===== src/rtl/seq_fcontrol.sv =====
// Multi-cycle control decoder: one-hot flags plus selector behind a valid/ready handshake.
// Define ILLEGAL_TRAP_EN to add the sticky `illegal` output and selector code 7.
module seq_fcontrol #(
  parameter int unsigned     OP_W       = 5,
  parameter int unsigned     FN_W       = 5,
  parameter int unsigned     MUL_CYCLES = 8,
  parameter int unsigned     DIV_CYCLES = 16,
  parameter int unsigned     CNT_W      = 5,
  parameter logic [OP_W-1:0] OP_RTYPE   = OP_W'(5'b00000),
  parameter logic [FN_W-1:0] FN_MULT    = FN_W'(5'b11000),
  parameter logic [FN_W-1:0] FN_DIV     = FN_W'(5'b11010),
  parameter logic [OP_W-1:0] OP_XORI    = OP_W'(5'b01110),
  parameter logic [OP_W-1:0] OP_BQZT    = OP_W'(5'b00111),
  parameter logic [OP_W-1:0] OP_JAL     = OP_W'(5'b00011)
) (
  input  logic            clk,
  input  logic            rst,
  input  logic            in_valid,
  output logic            in_ready,
  input  logic [OP_W-1:0] opcode,
  input  logic [FN_W-1:0] funct,
  input  logic            flush,
  output logic            mult,
  output logic            div,
  output logic            xori,
  output logic            bqzt,
  output logic            jal,
  output logic [2:0]      selector,
  output logic            busy,
  output logic            out_valid
`ifdef ILLEGAL_TRAP_EN
  ,
  output logic            illegal
`endif
);

  localparam logic [2:0] SelNone = 3'd0;
  localparam logic [2:0] SelMult = 3'd1;
  localparam logic [2:0] SelDiv  = 3'd2;
  localparam logic [2:0] SelXori = 3'd3;
  localparam logic [2:0] SelBqzt = 3'd4;
  localparam logic [2:0] SelJal  = 3'd5;
`ifdef ILLEGAL_TRAP_EN
  localparam logic [2:0] SelIllegal = 3'd7;
  localparam logic [2:0] SelUnknown = SelIllegal;
`else
  localparam logic [2:0] SelUnknown = SelNone;
`endif

  localparam logic [CNT_W-1:0] MulLoad = CNT_W'(MUL_CYCLES - 1);
  localparam logic [CNT_W-1:0] DivLoad = CNT_W'(DIV_CYCLES - 1);
  // A one-cycle mult/div never leaves idle, so it looks like any single-cycle op.
  localparam bit MulMulti = (MUL_CYCLES > 1);
  localparam bit DivMulti = (DIV_CYCLES > 1);

  typedef enum logic [1:0] {
    StIdle,
    StMul,
    StDiv
  } state_e;

  state_e           state_q, state_d;
  logic [CNT_W-1:0] cnt_q, cnt_d;
  logic [2:0]       sel_q, sel_d;
  // Flag vector order: {jal, bqzt, xori, div, mult}
  logic [4:0]       flags_q, flags_d;
  logic             out_valid_q, out_valid_d;
  logic [2:0]       dec_sel;
  logic [4:0]       dec_flags;
  logic             accept;

  assign in_ready = (state_q == StIdle);
  assign accept   = in_valid & in_ready;

  always_comb begin
    dec_sel = SelUnknown;
    if (opcode == OP_RTYPE) begin
      if (funct == FN_MULT) begin
        dec_sel = SelMult;
      end else if (funct == FN_DIV) begin
        dec_sel = SelDiv;
      end
    end else if (opcode == OP_XORI) begin
      dec_sel = SelXori;
    end else if (opcode == OP_BQZT) begin
      dec_sel = SelBqzt;
    end else if (opcode == OP_JAL) begin
      dec_sel = SelJal;
    end
  end

  always_comb begin
    dec_flags = '0;
    case (dec_sel)
      SelMult: dec_flags[0] = 1'b1;
      SelDiv:  dec_flags[1] = 1'b1;
      SelXori: dec_flags[2] = 1'b1;
      SelBqzt: dec_flags[3] = 1'b1;
      SelJal:  dec_flags[4] = 1'b1;
      default: dec_flags = '0;
    endcase
  end

  always_comb begin
    state_d     = state_q;
    cnt_d       = cnt_q;
    sel_d       = sel_q;
    flags_d     = flags_q;
    out_valid_d = 1'b0;
    unique case (state_q)
      StIdle: begin
        if (accept) begin
          sel_d   = dec_sel;
          flags_d = dec_flags;
          if ((dec_sel == SelMult) && MulMulti) begin
            state_d = StMul;
            cnt_d   = MulLoad;
          end else if ((dec_sel == SelDiv) && DivMulti) begin
            state_d = StDiv;
            cnt_d   = DivLoad;
          end else begin
            out_valid_d = 1'b1;
          end
        end
      end
      StMul, StDiv: begin
        // Flush beats completion even on the final count.
        if (flush) begin
          state_d = StIdle;
          cnt_d   = '0;
          sel_d   = SelNone;
          flags_d = '0;
        end else if (cnt_q == '0) begin
          state_d     = StIdle;
          out_valid_d = 1'b1;
        end else begin
          cnt_d = cnt_q - CNT_W'(1);
        end
      end
      default: begin
        state_d = StIdle;
        cnt_d   = '0;
      end
    endcase
  end

  always_ff @(posedge clk or posedge rst) begin
    if (rst) begin
      state_q     <= StIdle;
      cnt_q       <= '0;
      sel_q       <= SelNone;
      flags_q     <= '0;
      out_valid_q <= 1'b0;
    end else begin
      state_q     <= state_d;
      cnt_q       <= cnt_d;
      sel_q       <= sel_d;
      flags_q     <= flags_d;
      out_valid_q <= out_valid_d;
    end
  end

`ifdef ILLEGAL_TRAP_EN
  logic illegal_q, illegal_d;

  // Sticky until the next accepted instruction decodes as legal.
  always_comb begin
    illegal_d = illegal_q;
    if (accept) begin
      illegal_d = (dec_sel == SelIllegal);
    end
  end

  always_ff @(posedge clk or posedge rst) begin
    if (rst) begin
      illegal_q <= 1'b0;
    end else begin
      illegal_q <= illegal_d;
    end
  end

  assign illegal = illegal_q;
`endif

  assign mult      = flags_q[0];
  assign div       = flags_q[1];
  assign xori      = flags_q[2];
  assign bqzt      = flags_q[3];
  assign jal       = flags_q[4];
  assign selector  = sel_q;
  assign busy      = (state_q != StIdle);
  assign out_valid = out_valid_q;

endmodule


===== config.mk =====
export PLATFORM = sky130hd
export DESIGN_NAME = seq_fcontrol
export DESIGN_NICKNAME = d
export VERILOG_FILES = /design/src/rtl/seq_fcontrol.sv
export SDC_FILE = /design/constraint.sdc
export NUM_CORES = 1
export LEC_CHECK = 0
export CORE_UTILIZATION = 50
export CTS_CLUSTER_SIZE = 12
export DETAILED_ROUTE_END_ITERATION = 10
export HOLD_SLACK_MARGIN = 0.05
export PLACE_DENSITY = 0.82
export SLEW_MARGIN = 5
export SYNTH_ARGS = -nofsm -noshare
export SYNTH_HDL_FRONTEND = slang
export SYNTH_SLANG_ARGS = --single-unit

===== constraint.sdc =====
create_clock -name clk -period 3.5 [get_ports clk]
set_input_delay 1.05 -clock clk [delete_from_list [all_inputs] [get_ports clk]]
set_output_delay 1.05 -clock clk [all_outputs]
set_load 0.03 [all_outputs]

Yosys cells after proc, flatten, opt, wreduce, memory -nomap -nowiden
Index checks and enable logic that the tools add are counted.
- bitwise logic cells: 1
- muxes and demuxes: 35
- $add $sub $neg: 1
- reductions and logical operators: 9
- equality and inequality tests: 17
- operators by type and width (operator ; count):
    2-to-1 mux 5 bit ; 7
    2-to-1 mux 3 bit ; 7
    one-hot mux 5 bit (2 select lines) ; 2
    2-to-1 mux 2 bit ; 6
    == test 5 bit, second input constant ; 2
    zero test 5 bit ; 2
    2-to-1 mux 1 bit ; 10
    AND reduction 3 bit ; 3
    == test 3 x 2 -> 1 bit, second input constant ; 2
    == test 3 bit, second input constant ; 2
    != test 3 bit, second input constant ; 2
    one-hot mux 3 bit (2 select lines) ; 1
    == test 5 x 2 -> 1 bit, second input constant ; 1
    == test 5 x 3 -> 1 bit, second input constant ; 1
    == test 5 x 4 -> 1 bit, second input constant ; 1
    subtractor 5 x 1 -> 5 bit, second input constant ; 1
    one-hot mux 2 bit (2 select lines) ; 1
    nonzero test 2 bit ; 2
    == test 3 x 1 -> 1 bit, second input constant ; 1
    != test 3 x 1 -> 1 bit, second input constant ; 1
    == test 2 x 1 -> 1 bit, second input constant ; 1
    == test 2 bit, second input constant ; 1
    zero test 2 bit ; 1
    != test 2 x 1 -> 1 bit, second input constant ; 1
    4 further kinds ; 4
- output and inout bits: 11
- input port bits: 14
- register bits after elaboration: 16

Longest topological paths before layout
- depth after elaboration: 10
- depth in mapped cells: 7
- mapped depth without buffers: 6

Worst setup path before layout
Ideal clock, no wire load.
- path type: input -> register
- from: input port opcode[3]
- to: register cnt_q[4]
- library setup time: 0.119 ns
- data required time: 3.381 ns
- stages on the path: 5
- data arrival time: 2.502 ns
- setup slack: 0.879 ns
- cell sequence: or4_1 -> buf_2 -> o41a_4 -> or2_4 -> o21a_1
- word-level cells in the longest chain between the ends: 9
- elaborated cells between the ends (all ways): 15
- those cells by class: 6 x eq/ne; 7 x mux; 2 x reduce/logical
- ends and longest elaborated chain (what ; RTL line ; source):
    from (decl) ; 20 ; input logic [OP_W-1:0] opcode,
    == test 5 x 2 -> 1 bit ; 87 ; end else if (opcode == OP_JAL) begin
    2-to-1 mux 3 bit ; 87 ;
    2-to-1 mux 3 bit ; 85 ; end else if (opcode == OP_BQZT) begin
    2-to-1 mux 3 bit ; 83 ; end else if (opcode == OP_XORI) begin
    2-to-1 mux 3 bit * ; 77 ; if (opcode == OP_RTYPE) begin
    == test 3 x 1 -> 1 bit ; 115 ; if ((dec_sel == SelMult) && MulMulti) begin
    2-to-1 mux 5 bit ; 115 ;
    2-to-1 mux 5 bit ; 112 ; if (accept) begin
    one-hot mux 5 bit (2 select lines) ; 110 ; unique case (state_q)
    to (signal assigned) ; 156 ; cnt_q <= cnt_d;
    to (decl) ; 63 ; logic [CNT_W-1:0] cnt_q, cnt_d;
Mark *: on every way between the ends. The rest lies on a longest branch, timed or not. The select of a mux whose other input is x is not followed.
A chain may end at the register's enable or synchronous reset.

Final worst setup path
Same ends and word-level chain as after synthesis.

==> results_dict.tcl <==
set metrics [dict create \
    h-tree-depth 1 \
    crit_path_end_kind "flip-flop" \
    crit_path_top_delay_cell "or4_1" \
    layout_commonest_cell "clkdlybuf4s50_1" \
    period_minus_slack_ns 2.894 \
    tightest_slew_ns 0.6254 \
    drt-initial-drc-count 9 \
    synth_cell_type_count 35 \
    clk_path_buf_depth 2 \
    grt_pass1_vias 785 \
    dpl.hpwl_mm 1.546 \
    cts_made_buffers 3 \
    final_cells 143 \
    wire_per_inst_um 13.86 \
    fp.dieH_um 45.12 \
    critPathBufInv 1 \
    cpLargestDelayFamily "simple AND/OR/NAND/NOR gates" \
    place_area_um2 1200 \
    crit_fanout 7 \
    hold_buffers 0 \
    cts_sinks 16 \
    synthXorXnorAreaFrac 0 \
    dieArea_um2 2036 \
    slowest_delay_ns 0.67 \
    synth_adder_area_share 0.04038 \
    whs_ns 0.4832 \
    syn-num-nets 108 \
    diodes 0 \
    portBuffers 24 \
    slew_viol_final 0 \
    crit_chain "clkdlybuf4s50_1 > or4_1 > o41a_4 > or2_4 > o21a_1" \
    grt-ovfl-total 0 \
    setup.worst_path.class "in2reg" \
    setup-violations-final 0 \
    crit_arrival_ns 3.08 \
    grt_usage 0.2241 \
    clock_latency_ns 0.29 \
    power.density_nw_per_um2 343.0 \
    max_slew_margin 0.5792 \
    postSynthCellCount 91 \
    required_ns 3.69 \
    worstHoldStart "selector[1]" \
    core_um2 1727 \
    routed_wl_mm 1.982 \
    vdd_drop_max_uv 221.9 \
    initial_core_util 0.5384 \
    postLayoutCellArea_um2 1236 \
    hold_viol 0 \
    setup_ws_ns 0.6059 \
    ys_seq_area_frac 0.4307 \
    clkTransAtPathRegs_ns 0.08 \
    root_buffer "clkbuf_4" \
    final_core_util 0.7159 \
    grt_max_degree 17 \
    cts_setup_buffers 0 \
    outcome "complete, no violations" \
    setup_tns_ns 0 \
    hold_path.class "reg2reg" \
    startpoint "opcode[3]" \
    dp_slack_ns 0.3216 \
    fmax_ghz 0.3455 \
    vias_per_cell 5.629 \
    final_cell_mix "24 x clkdlybuf4s50_1, 16 x dfrtp_1, 9 x inv_1" \
    antenna_found_initial 0 \
    avgSynthCellArea_um2 10.22 \
    place.gp.congestion 0.7826 \
    firstDrtPassIters 4 \
    synth_top_family_by_area "compound AO/OA/AOI/OAI gates" \
    ant_nets 0 \
    ctsResizeCount 0 \
    synthToLayoutAreaGrowth_pct 32.97 \
    r2r_start "state_q[0]" \
    fin_crit_sh 0.8269 \
    dr_total_vias 805 \
    ios 25 \
    die-width_um 45.12 \
    rsz0062_at_grt "no" \
    max-cap-violations 0 \
    cp-start-kind "primary input" \
    yosysWarningCount 0 \
    dp.cells 139 \
    netlist_area_um2 929.6 \
    drive_gt1_frac 0.1102 \
    grt_pass1_wl_mm 3.236 \
    synth-compound-area-share 0.2705 \
    nets 136 \
    route.detailed.drc 0 \
    synth-seq-cells 16 \
    cts_tree "done" \
    p_leak_nw 0.5324 \
    yosys.area_share.simple 0.2127 \
    row_count 15 \
    finalClockSkew_ns 0.005857 \
    power_mw 0.4241 \
    synth_mux_area_frac 0 \
]
## report_power, final
group          internal (mW)  switching [mW]
Combinational         0.0409          0.0449
Clock                 0.0635          0.0583
Sequential             0.200          0.0164
## synthesized netlist by cell type (all sizes together)
cell / count / area (um^2)
a2111oi: 1 / 27.53
a21o: 2 / 15.01
a21oi: 2 / 10.01
a22o: 4 / 35.03
a31oi: 1 / 6.260
a32o: 1 / 10.01
buf: 1 / 5.000
clkbuf: 1 / 3.750
dfrtp: 16 / 400.4
ha: 3 / 37.54
inv: 9 / 33.78
nand2: 3 / 11.26
nand2b: 3 / 18.77
nand3: 1 / 5.000
nand4bb: 1 / 27.53
nor2: 7 / 26.28
nor2b: 2 / 12.51
nor3: 3 / 15.01
nor4: 2 / 12.51
nor4b: 1 / 8.760
o211ai: 1 / 7.510
o21a: 2 / 15.01
o21ai: 7 / 35.03
o31a: 1 / 8.760
o31ai: 3 / 22.52
o32a: 2 / 20.02
o41a: 1 / 21.27
o41ai: 2 / 17.52
or2: 3 / 21.27
or3: 2 / 12.51
or3b: 1 / 8.760
or4: 1 / 7.510
or4b: 1 / 10.01
## kinds of logic (layout without fill, tap and decap cells)
kind of cell	after synthesis	count (layout)
AOI/OAI and AO/OA	30	30
adders and majority gates	3	3
and+or+nand+nor	31	31
DFF	16	16
buffers and inverters	11	38
## final timing paths
path                            cells past startpoint  slack [ns]          end
worst max-delay path                                5        0.61     cnt_q[4]
worst min-delay path                                1        0.48  selector[1]
worst max register to register                      7        1.45   flags_q[4]
worst min register to register                      1        0.48  selector[1]
max in group asynchronous                           2        2.00  selector[2]
min in group asynchronous                           2        1.11     cnt_q[3]
## sequential cells by signal, indices dropped and copies added (netlist names)
name,count
state_q,2
cnt_q,5
out_valid,1
selector,3
flags_q,5
## area by class of cell
class                      instances  area (um^2)
sequential                        16        400.4
tap                               25        31.28
multi-input combinational         64        486.7
fill                             138        490.5
clock buffer                       4        36.28
timing repair buffer              25        247.7
inverter                           9        33.78
## per-layer routing
| layer | global-route usage | share of wire |
|---|---|---|
| met4 | 0.09091 | 0.014 |
| met1 | 0.2806 | 0.44 |
| met2 | 0.3536 | 0.49 |
| met5 | 0 | 0 |
| met3 | 0.07600 | 0.058 |
No activity file was read; power rests on OpenSTA's default activity.
